==> config.mk <==
export PLATFORM = sky130hd
export DESIGN_NAME = bus_arbiter4
export DESIGN_NICKNAME = d
export VERILOG_FILES = /design/src/rtl/bus_pkg.sv /design/src/rtl/rr_pick.sv /design/src/rtl/bus_arbiter4.sv
export SDC_FILE = /design/constraint.sdc
export NUM_CORES = 1
export LEC_CHECK = 0
export CORE_MARGIN = 8
export CORE_UTILIZATION = 50
export DETAILED_ROUTE_END_ITERATION = 10
export PLACE_DENSITY_LB_ADDON = 0.1
export SYNTH_ARGS = -nofsm -noshare
export SYNTH_HDL_FRONTEND = slang
export SYNTH_HIERARCHICAL = 1
export SYNTH_SLANG_ARGS = --single-unit
export TNS_END_PERCENT = 5
==> constraint.sdc <==
create_clock -name i_clk -period 2.1 [get_ports i_clk]
set_input_delay 0.42 -clock i_clk [delete_from_list [all_inputs] [get_ports i_clk]]
set_output_delay 0.42 -clock i_clk [all_outputs]
set_load 0.01 [all_outputs]
==> src/rtl/bus_pkg.sv <==
// bus_pkg: shared constants, state encoding and helpers for the word-path arbiter
package bus_pkg;
    localparam int NUM_REQ = 4;
    localparam logic [0:1] REQ_FETCH = 2'd0;
    localparam logic [0:1] REQ_LDST  = 2'd1;
    localparam logic [0:1] REQ_DMA   = 2'd2;
    localparam logic [0:1] REQ_DBG   = 2'd3;
    typedef enum logic {
        ST_IDLE  = 1'b0,
        ST_GRANT = 1'b1
    } state_t;
    function automatic logic [0:NUM_REQ-1] onehot4(input logic [0:1] idx);
        return 4'b1000 >> idx;
    endfunction
endpackage

==> src/rtl/rr_pick.sv <==
// rr_pick: combinational rotate-priority picker, first set request scanning from i_ptr
module rr_pick
    import bus_pkg::*;
(
    input  logic [0:NUM_REQ-1] i_req,
    input  logic [0:1]         i_ptr,
    output logic               o_valid,
    output logic [0:1]         o_idx
);
    always_comb begin
        o_valid = |i_req;
        o_idx = i_ptr;
        for (int k = NUM_REQ - 1; k >= 0; k--)
            if (i_req[i_ptr + 2'(k)]) o_idx = i_ptr + 2'(k);
    end
endmodule

==> src/rtl/bus_arbiter4.sv <==
// bus_arbiter4: round-robin arbiter with bounded tenure for the shared 16-bit word path
module bus_arbiter4
    import bus_pkg::*;
#(
    parameter int MAX_HOLD = 8
) (
    input  logic               i_clk,
    input  logic               i_rst,
    input  logic [0:NUM_REQ-1] i_req,
    output logic [0:NUM_REQ-1] o_gnt,
    output logic [0:1]         o_sel,
    output logic               o_busy
);
    localparam int HW = $clog2(MAX_HOLD + 1);
    localparam logic [HW-1:0] HOLD_MAX = HW'(MAX_HOLD);
    state_t        state;
    logic [0:1]    ptr;
    logic [0:1]    owner;
    logic [HW-1:0] hold;
    logic          pick_valid;
    logic [0:1]    pick_idx;
    rr_pick u_pick (
        .i_req  (i_req),
        .i_ptr  (ptr),
        .o_valid(pick_valid),
        .o_idx  (pick_idx)
    );
    // Every release passes through IDLE, which gives the bus its turnaround cycle.
    always_ff @(posedge i_clk) begin
        if (i_rst) begin
            state <= ST_IDLE;
            ptr <= '0;
            owner <= '0;
            hold <= '0;
            o_gnt <= '0;
            o_sel <= '0;
        end else if (state == ST_IDLE) begin
            if (pick_valid) begin
                state <= ST_GRANT;
                owner <= pick_idx;
                o_sel <= pick_idx;
                o_gnt <= onehot4(pick_idx);
                hold <= HW'(1);
            end
        end else if (!i_req[owner] || hold == HOLD_MAX) begin
            state <= ST_IDLE;
            o_gnt <= '0;
            hold <= '0;
            ptr <= owner + 2'd1;
        end else begin
            hold <= hold + HW'(1);
        end
    end
    assign o_busy = (state == ST_GRANT);
endmodule

==> impl_metrics.py, run 1 <==
metrics = {
    "power_and_ir_drop": {
        "powerDensity_mw_per_mm2": 571,
        "vdd_ir_drop_max_mv": 0.520,
        "p_switching_mw": 0.177,
        "leakagePower_nw": 0.443,
        "fin_total_pwr_mw": 0.615,
        "internal-power_mw": 0.437,
        "clockPowerShare": 0.250,
        "power_frac_seq": 0.448,
        "combPwrFrac": 0.302,
        "switching_share": 0.288,
    },
    "synthesis": {
        "yosys.area.top_type": "dfxtp_1",
        "synth-edff-count": 0,
        "yosys_warnings": 6,
        "synth.distinct_cells": 34,
        "synth_flop_cell": "dfxtp_1",
        "synth_area_leaders": "dfxtp_1 (34%), nor2_1 (5.4%), a311oi_1 (4.5%)",
        "ys_seq_elements": 13,
        "synth_top_area_frac": 0.338,
        "syn_area_per_cell_um2": 8.76,
        "netlist_instances": 88,
        "syn-num-nets": 96,
        "syn_area_um2": 771,
        "synth-seq-area-share": 0.338,
        "async_reset_ff_frac": 0,
    },
    "routing": {
        "drt_wl_total_um": 1800,
        "ant_nets": 0,
        "drc_errors": 0,
        "via_per_inst": 5.60,
        "routed-via-count": 733,
        "drt-pass1-iter-count": 4,
        "wl_per_cell_um": 13.7,
        "initialDrtViolationCount": 16,
    },
    "critical_path": {
        "crit_fanout": 3,
        "slowest_stage": "clkdlybuf4s50_1",
        "path_cells": "clkdlybuf4s50_1, and3b_1, or4_1, nand2_2, buf_4, and4b_1, nor2_1, nor3_1",
        "crit_type": "input port to flop",
        "cp.required_ps": 2310,
        "reg2reg_depth": 7,
        "crit_start": "i_req[3]",
        "r2r_slack_ps": 280,
        "cp-end-kind": "flop",
        "critPathLaunchType": "input port",
        "r2r-end": "o_gnt[3]$_SDFFE_PP0P_",
        "r2r-start": "ptr[1]$_SDFFE_PP0P_",
        "slowest_delay_ps": 490,
        "cp.arrival_ps": 2190,
    },
    "timing": {
        "drv_slew": 0,
        "fmax_mhz": 504,
        "relSlewSlack": 0.845,
        "worst_clock_skew_ps": 9.30,
        "worst_pin_slew_ps": 232,
        "layout_min_cycle_time_ps": 1990,
        "finalCritPeriodShare": 0.945,
        "tns_ps": 0,
        "setup_violations": 0,
        "whs_ps": 498,
        "layout_setup_ws_ps": 115,
        "hold_viol_final": 0,
    },
    "clock_network": {
        "cts_root_buffer": "clkbuf_4",
        "clk_latency_ps": 280,
        "ctsHtreeMaxLevel": 1,
        "cts_tree": "done",
        "cts_made_buffers": 3,
        "holdBufCountCts": 0,
        "clockBufferDepth": 2,
        "cts_sinks": 13,
        "cts.clk_slew.worst_paths_ps": 80,
    },
    "cells_and_area": {
        "design_area_mm2": 0.00108,
        "finalCoreUtilization": 0.732,
        "final_common_cell": "buf_4",
        "regArea_um2": 260,
        "multi_input_area_um2": 524,
        "layout_common_cells": "buf_4 (15), dfxtp_1 (13), nor2_1 (11), clkdlybuf4s50_1 (11), nor3_1 (6)",
        "final_layout_size_suffix_gt1_frac": 0.261,
        "area_growth_pct": 39.8,
        "diodes": 0,
        "nets": 124,
        "fill_cells": 120,
        "layout.cells.non_filler": 131,
    },
    "grt": {
        "grt_pass1_vias": 710,
        "grt_max_degree": 19,
        "track_usage": 0.114,
        "grt_pass1_wl_um": 3010,
        "grt_overflow": 0,
        "antenna_found_initial": 0,
    },
    "die": {
        "coreArea_mm2": 0.00147,
        "die_y_um": 55.3,
        "ios": 13,
        "dieArea_mm2": 0.00305,
        "std_cell_rows": 14,
        "die_x_um": 55.3,
        "start_util": 0.524,
    },
    "placement": {
        "placed_area_mm2": 0.00100,
        "io_buffers": 12,
        "dpl.hpwl_um": 1310,
        "post-place-ws_ps": -264,
        "dp.cells": 127,
        "gp_congestion": 0.809,
    },
    "min_path": {
        "min_to": "o_gnt[1]$_SDFFE_PP0P_",
        "min_path_type": "flop to flop",
        "hp-start": "o_gnt[1]$_SDFFE_PP0P_",
        "hold_depth": 2,
    },
    "outcome": {
        "status": "finished, final reports clean",
    },
    "flow_run": {
        "drv_cap": 0,
    },
}
sequential cells by signal, indices dropped and copies added (netlist names):
name    count
hold        4
o_gnt       4
owner       2
ptr         2
o_busy      1
power groups by stage:
stage,combinational (mW),clock (mW),sequential [mW]
after floorplan,0.0918,0,0.280
after global placement,0.161,0,0.280
after detailed placement,0.164,0,0.280
after CTS,0.166,0.158,0.275
after global routing,0.201,0.172,0.277
final,0.186,0.154,0.275
cell type report:
cell class,instances,share of cell area
clock buffer,4,0.0244
inverter,3,0.0105
multi-input combinational,68,0.487
sequential,13,0.242
tap,16,0.0186
timing repair buffer,27,0.218
Yosys cell counts (all sizes together) (2+ instances only):
library cell,n
and2b,3
nor2,11
clkbuf,3
o21ai,2
ha,2
nand4,4
a21oi,3
a311oi,4
mux2,2
mux2i,2
nand2,5
nor2b,4
nor4bb,2
a31oi,2
nand4b,2
dfxtp,13
inv,3
nor3,6
how the worst max path moves through the flow:
stage                                  to  cells after the start
floorplan           o_gnt[2]$_SDFFE_PP0P_                      6
global placement    o_gnt[2]$_SDFFE_PP0P_                      7
detailed placement  o_gnt[2]$_SDFFE_PP0P_                      7
CTS                 o_gnt[2]$_SDFFE_PP0P_                      7
global route        o_gnt[0]$_SDFFE_PP0P_                      9
finish              o_gnt[3]$_SDFFE_PP0P_                      8
metal layers:
layer / up-vias / part of all wire / global-route usage
li1: 383 / - / -
met1: 330 / 0.50 / 0.141
met2: 16 / 0.43 / 0.171
met3: 4 / 0.053 / 0.0502
met4: 0 / 0.011 / 0.0387
met5: - / 0 / 0
logic make-up (layout without fill, tap and decap cells):
kind of cell,after synthesis,in the layout,share of synthesized area
simple gates,45,45,0.346
compound gates,15,15,0.144
flops,13,13,0.338
buf+inv,7,34,0.0438
mux,5,5,0.0844
fa+ha+maj,2,2,0.0325
xor+xnor,1,1,0.0114
worst max-delay path: cells and delay by family:
kind	cells	cell delay [ps]
AND/OR/NAND/NOR	6	1160
buffers and inverters	2	620
timing repair:
action,in CTS,in global routing
setup buffers,0,0
resized for setup,0,10
setup endpoints to repair,0,4
No activity file was read; power rests on OpenSTA's default activity.
==> run 2: changes to the inputs <==
- SYNTH_HIERARCHICAL: 1 -> not set
==> impl_metrics.py, run 2 <==
metrics = {
    "synthesis": {
        "muxShareOfSynthArea": 0.0345,
        "syn_area_per_cell_um2": 9.51,
        "yosys_warnings": 0,
        "synth_top_family_by_area": "simple AND/OR/NAND/NOR gates",
        "synth.distinct_cells": 35,
        "synth_area_leaders": "dfxtp_1 (34%), and2b_2 (4.6%), or2b_2 (4.6%)",
        "yosys.area.top_type": "dfxtp_1",
        "syn_area_um2": 761,
        "synth_fa_ha_area_frac": 0.0329,
        "syn-num-nets": 88,
        "netlist_instances": 80,
        "synth-edff-count": 0,
        "yosys-top-cells-count": "dfxtp_1 (13), nor2_1 (9), a21oi_1 (5), nand2_1 (5)",
        "synth_top_area_frac": 0.342,
        "synth-simple-area-share": 0.293,
        "synth_flop_cell": "dfxtp_1",
        "async_reset_ff_frac": 0,
        "synth-seq-area-share": 0.342,
        "synth_xor_area_frac": 0.0115,
        "synth_compound_area_frac": 0.232,
        "ys_seq_elements": 13,
        "post-synth-top-count-cell": "dfxtp_1",
    },
    "clock_network": {
        "cts.clk_slew.worst_paths_ps": 80,
        "cts_setup_buffers": 0,
        "cts_sinks": 13,
        "cts_root_buffer": "clkbuf_4",
        "cts_tree": "done",
        "ctsHtreeMaxLevel": 1,
        "holdBufCountCts": 0,
        "clockBufferDepth": 2,
        "cts_made_buffers": 3,
        "clk_latency_ps": 270,
        "cts.repair.resized": 0,
    },
    "cells_and_area": {
        "fill_cells": 129,
        "finalCoreUtilization": 0.639,
        "top_regs": "hold x4, o_gnt x4",
        "nets": 107,
        "design_area_um2": 940,
        "layout_common_cells": "dfxtp_1 (13), clkdlybuf4s50_1 (12), nor2_1 (9), buf_4 (6)",
        "diodes": 0,
        "area_growth_pct": 23.5,
        "final_layout_size_suffix_gt1_frac": 0.265,
        "layout.cells.non_filler": 114,
        "final_common_cell": "dfxtp_1",
    },
    "timing": {
        "hold_viol_final": 0,
        "drv_slew": 0,
        "setup_violations": 0,
        "finalCritPeriodShare": 0.931,
        "worst_pin_slew_ps": 312,
        "fmax_mhz": 511,
        "relSlewSlack": 0.790,
        "tns_ps": 0,
        "whs_ps": 495,
        "layout_min_cycle_time_ps": 1960,
        "rsz0062_at_grt": "no",
        "worst_clock_skew_ps": 6.35,
    },
    "power_and_ir_drop": {
        "power_frac_seq": 0.481,
        "clockPowerShare": 0.257,
        "internal-power_mw": 0.422,
        "leakagePower_nw": 0.338,
        "p_switching_mw": 0.172,
        "combPwrFrac": 0.263,
        "vdd_ir_drop_max_mv": 0.439,
        "powerDensity_mw_per_mm2": 631,
        "switching_share": 0.289,
    },
    "die": {
        "ios": 13,
        "start_util": 0.517,
        "die_x_um": 55.0,
        "dieArea_mm2": 0.00303,
        "die_y_um": 55.0,
        "coreArea_mm2": 0.00147,
        "std_cell_rows": 14,
    },
    "placement": {
        "io_buffers": 12,
        "dp.cells": 110,
        "gp_congestion": 0.807,
        "dpl.hpwl_um": 1190,
        "placed_area_um2": 912,
    },
    "routing": {
        "drt_wl_total_um": 1590,
        "initialDrtViolationCount": 18,
        "routed-via-count": 652,
        "drc_errors": 0,
        "ant_nets": 0,
        "drt-pass1-iter-count": 4,
        "via_per_inst": 5.72,
        "wl_per_cell_um": 14.0,
    },
    "critical_path": {
        "crit_type": "input port to flop",
        "cp-end-kind": "flop",
        "cp.arrival_ps": 2140,
        "crit_fanout": 6,
        "critPathLaunchType": "input port",
        "cp.required_ps": 2290,
    },
    "grt": {
        "track_usage": 0.119,
        "busiest_layer": "met2",
        "grt_overflow": 0,
        "grt_max_degree": 13,
        "antenna_found_initial": 0,
        "use_met1": 0.137,
        "gr-usage-met2": 0.185,
        "grt_pass1_wl_um": 2580,
        "grt_pass1_vias": 615,
        "use_met3": 0.0428,
    },
    "min_path": {
        "min_path_type": "flop to flop",
    },
    "outcome": {
        "status": "finished, final reports clean",
    },
    "flow_run": {
        "drv_cap": 0,
    },
}
run 2: cell types whose count changed after synthesis, sizes merged, moves of 3 or more:
| cell | previous run | this run |
|---|---|---|
| a211oi | 0 | 3 |
| a311oi | 4 | 0 |
| nand4 | 4 | 0 |
| nor2b | 4 | 0 |
| nor3 | 6 | 1 |
| o32ai | 0 | 4 |
| or2b | 0 | 4 |
run 2: cell type report:
type                            instances  area (µm²)  area share
Clock buffer                            3        22.5      0.0240
Clock inverter                          1        5.00     0.00533
Inverter                                2        7.51     0.00799
Multi-Input combinational cell         61         459       0.489
Sequential cell                        13         260       0.277
Tap cell                               16        20.0      0.0213
Timing Repair Buffer                   18         165       0.176
run 2: final timing paths:
kind	from	slack (ps)	to	cells past startpoint
max reg2reg	owner[1]$_SDFFE_PP0P_	390	o_gnt[3]$_SDFFE_PP0P_	4
min reg2reg	o_gnt[2]$_SDFFE_PP0P_	490	o_gnt[2]$_SDFFE_PP0P_	2
max	i_req[0]	140	o_gnt[3]$_SDFFE_PP0P_	5
min	o_gnt[2]$_SDFFE_PP0P_	490	o_gnt[2]$_SDFFE_PP0P_	2
run 2: worst max-delay path, stage by stage:
cell             delay, ps
clkdlybuf4s50_1        570
nor4_2                  80
or2_4                  230
or4_4                  560
o32ai_2                270
run 2: metal layers:
metal  vias up  part of all wire
li1        332                 -
met1       308              0.48
met2         8              0.46
met3         4             0.035
met4         0             0.023
met5         -                 0
run 2: logic make-up after synthesis:
logic type	Yosys count
simple gates	35
fa+ha+maj	2
flops	13
mux	1
xor+xnor	1
buf+inv	6
compound gates	22
run 2: power by group through the flow:
stage / Clock, mW / Combinational [mW] / Sequential [mW]
after floorplan: 0 / 0.0980 / 0.288
after global placement: 0 / 0.155 / 0.290
final: 0.152 / 0.156 / 0.285
after detailed placement: 0 / 0.156 / 0.291
after CTS: 0.159 / 0.157 / 0.285
after global routing: 0.167 / 0.171 / 0.289
run 2: per-stage QoR:
step	setup slack (ps)	total power [mW]
finish	145	0.593
global route	116	0.627
CTS	137	0.602
detailed placement	-163	0.447
global placement	-77.1	0.445
floorplan	375	0.386
==> RTL change 1, RTL diff (settings of run 1) <==
Reset style: asynchronous (`i_rst`), changed in one clocked block.
--- a/src/rtl/bus_arbiter4.sv
+++ b/src/rtl/bus_arbiter4.sv
@@ -28,3 +28,3 @@
     // Every release passes through IDLE, which gives the bus its turnaround cycle.
-    always_ff @(posedge i_clk) begin
+    always_ff @(posedge i_clk or posedge i_rst) begin
         if (i_rst) begin
Check against the original RTL: differs if i_rst is asserted again (counterexample within 4 cycles, from zero or initial values and one cycle with i_rst high); with i_rst held inactive, the same outputs for 10 cycles.
==> RTL change 1 against run 1 <==
Synthesized cell count shrank 4.5%. Routed wire length shrank 7.2%. Sequential share of layout area grew 7.9 points. Setup slack gained 0.13 ns. Register-to-register slack gained 0.11 ns. Synthesized area grew 7.5%. Sequential cell count is the same. Final area shrank 5.9%. Highest routed layer unchanged.
Power is not compared: it rests on default switching activity, and its combinational part moved more than twofold at a synthesized area within 25%.
==> RTL change 1: results <==
set metrics [dict create \
    status "finished clean" \
    yosys-top-cells-count "dfrtp_1 (13), nand2_1 (6), mux2i_1 (5), nor2_1 (5), o21ai_0 (5)" \
    grt_use_total 0.1081 \
    tightest_slew_ns 0.5052 \
    finalCritPeriodShare 0.8816 \
    wire_per_inst_um 14.29 \
    gp_congestion 0.7891 \
    ys_seq_area_frac 0.3927 \
    startpoint "i_req[0]" \
    grt_max_degree 14 \
    synth.most_common_cell "dfrtp_1" \
    cp_max_fo 5 \
    use_met2 0.1630 \
    syn_nets 92 \
    grtUsageMet3 0.02921 \
    synth_cell_types 35 \
    cts-root-buf "clkbuf_4" \
    drive_above_1_share 0.1881 \
    grt_pass1_wl_mm 2.911 \
    grtUsageMet1 0.1373 \
    dp_hpwl_mm 1.273 \
    min_path_type "primary input to async pin" \
    yosys.area.top_type "dfrtp_1" \
    drt_iter0_drc 7 \
    r2r_slack_ns 0.39 \
    grt_pass1_vias 657 \
    hold_ws_ns 0.4807 \
]
[RTL change 1: layout make-up]
type	instances	area [sq um]
repair buffers	17	157.7
fillers	122	510.5
well taps	16	20.02
inverters	4	15.01
multi-input cells	63	469.2
clock buffers	4	26.28
flip-flops and latches	13	325.3
[RTL change 1: logic make-up after synthesis]
logic type      Yosys count  synth area share
fa+ha+maj                 2           0.03021
xor+xnor                  1           0.01058
flops                    13            0.3927
buf+inv                   8           0.04077
mux                       9            0.1148
compound gates           22            0.2070
simple gates             29            0.2039
[RTL change 1: critical path, cell delays in order]
cell and delay [ns]:
clkdlybuf4s50_1 0.44, and2b_2 0.20, or4_1 0.50, nand2_1 0.15
nor2b_1 0.15, mux2i_1 0.07, o2bb2ai_1 0.13
[RTL change 1: path summary, 6_finish.rpt]
check / endpoint / cells after the start
min: hold[2] / 2
min reg2reg: o_gnt[1] / 1
min in group i_clk: o_gnt[1] / 1
max in group asynchronous: owner[0] / 2
max: o_gnt[2] / 7
max reg2reg: o_gnt[2] / 6
[RTL change 1: power breakdown]
group | internal, mW | total [mW] | leakage [nW] | switching (mW)
clock | 0.0734 | 0.153 | 0.0150 | 0.0797
combinational | 0.383 | 0.679 | 0.288 | 0.297
sequential | 0.357 | 0.492 | 0.163 | 0.135
[RTL change 1: metrics by stage]
step / cell area (sq um) / std cells / setup TNS (ns) / power (mW)
floorplan: 828.3 / 84 / 0 / 0.9299
global placement: 987.2 / 113 / 0 / 1.170
detailed placement: 987.2 / 113 / -0.02303 / 1.184
CTS: 1013 / 117 / 0 / 1.348
global route: 1013 / 117 / 0 / 1.435
finish: 1013 / 117 / 0 / 1.325
[RTL change 1: routing by layer]
metal	routed length (um)	share of wire
met1	838	0.50
met3	68	0.041
met5	0	0
met2	750	0.45
met4	14	0.0084
==> RTL change 2, RTL diff (config.mk and constraints of run 1) <==
Made on the original files. The package constant `NUM_REQ` goes from 4 to 8.
--- a/src/rtl/bus_pkg.sv
+++ b/src/rtl/bus_pkg.sv
@@ -2,3 +2,3 @@
 package bus_pkg;
-    localparam int NUM_REQ = 4;
+    localparam int NUM_REQ = 8;
     localparam logic [0:1] REQ_FETCH = 2'd0;
Ports: changed (resized i_req and o_gnt); port bits go from 13 to 21. The function was not compared with the original's and may differ.
==> RTL change 2 against run 1 <==
Count of clock-buffer cells in the layout did not move. Setup slack got worse by 0.0036 ns. Synthesized area rose by 5.4%. Sequential cell count did not move. Critical path type unchanged. Power fell by 1.6%. Critical endpoint is now o_gnt[7]. Final area rose by 2.1%. Register-to-register slack got worse by 0.03 ns. Routed wire length rose by 9.7%.
==> RTL change 2: results <==
set metrics [dict create \
    drive_above_1_share 0.2276 \
    wl_met1_um 910 \
    hold-path-endpoint "o_gnt[4]" \
    area_growth_pct 35.44 \
    grt_use_total 0.1236 \
    dp_hpwl_mm 1.475 \
    nFillCells 127 \
    power.leakage_nw 0.4478 \
    bufAreaShareNonClock 0.2435 \
    synth_cell_types 37 \
    synth.mux.area_fraction 0.08012 \
    drt_iter0_drc 7 \
    fin_skew_ns 0.004895 \
    first_pass_iters 2 \
    final_util 0.7217 \
    switchingPower_uw 176.0 \
    cp_max_fo 4 \
    r2r-start "ptr[1]" \
    hold_ws_ns 0.4940 \
    dpl_cell_area_sq_um 1056 \
    grt_pass1_vias 760 \
    multi_input_area_sq_um 514.2 \
    multi_input_gates 73 \
    synthAdderAreaFrac 0.03082 \
    cts_max_level 1 \
    dp_slack_ns -0.2531 \
    inv_count 3 \
    met3_length_um 96 \
    gp_congestion 0.8082 \
    synth_cells 94 \
    cp_slowest_cell "or4_1" \
    ys_seq_area_frac 0.3205 \
    vdd_ir_drop_max_v 0.0004509 \
    status "finished clean" \
    synthXorXnorAreaFrac 0.01079 \
    place_inst 135 \
    fin_cells 139 \
    min_from "o_gnt[4]" \
    nonClockBufferCount 30 \
    synth-compound-area-share 0.1371 \
    r2r-end "o_gnt[7]" \
    wl_met2_um 953 \
    yosys-top-cells-count "dfxtp_1 (13), nor2_1 (11), nor3_1 (6)" \
    r2r_slack_ns 0.25 \
    io_buffers 16 \
    vias 783 \
    postRouteWirelength_mm 1.975 \
    netlist_top_cells_area "dfxtp_1 (32%), nor2_1 (5.1%), a311oi_1 (4.3%)" \
    regArea_sq_um 260.3 \
    grt_pass1_wl_mm 3.277 \
    powerClk_uw 161 \
    final-clk-cell-share 0.02389 \
    switching_share 0.2910 \
    multi_input_area_share 0.4676 \
]
RTL change 2: cell count changes in the layout (fill, tap and decap cells not counted), sizes merged:
cell	before	now
nand2	5	4
nor4	0	1
buf	15	14
clkdlybuf4s50	11	15
nand3	1	2
conb	0	4
RTL change 2: worst max-delay path by stage:
stage             start        to  slack [ns]  depth (start not counted)
2_1_floorplan  i_req[0]  o_gnt[6]        0.34                          6
3_3_place_gp   i_req[0]  o_gnt[7]       -0.21                          8
3_5_place_dp   i_req[0]  o_gnt[7]       -0.25                          8
4_1_cts        i_req[0]  o_gnt[4]        0.04                          8
5_1_grt        i_req[3]  o_gnt[5]       -0.02                          8
6_report       i_req[3]  o_gnt[7]        0.11                          8
RTL change 2: per-layer routing:
metal  up-vias  GRT usage
li1        398          -
met1       370     0.1468
met5         -          0
met2        13     0.1933
met3         2    0.04045
met4         0    0.06186
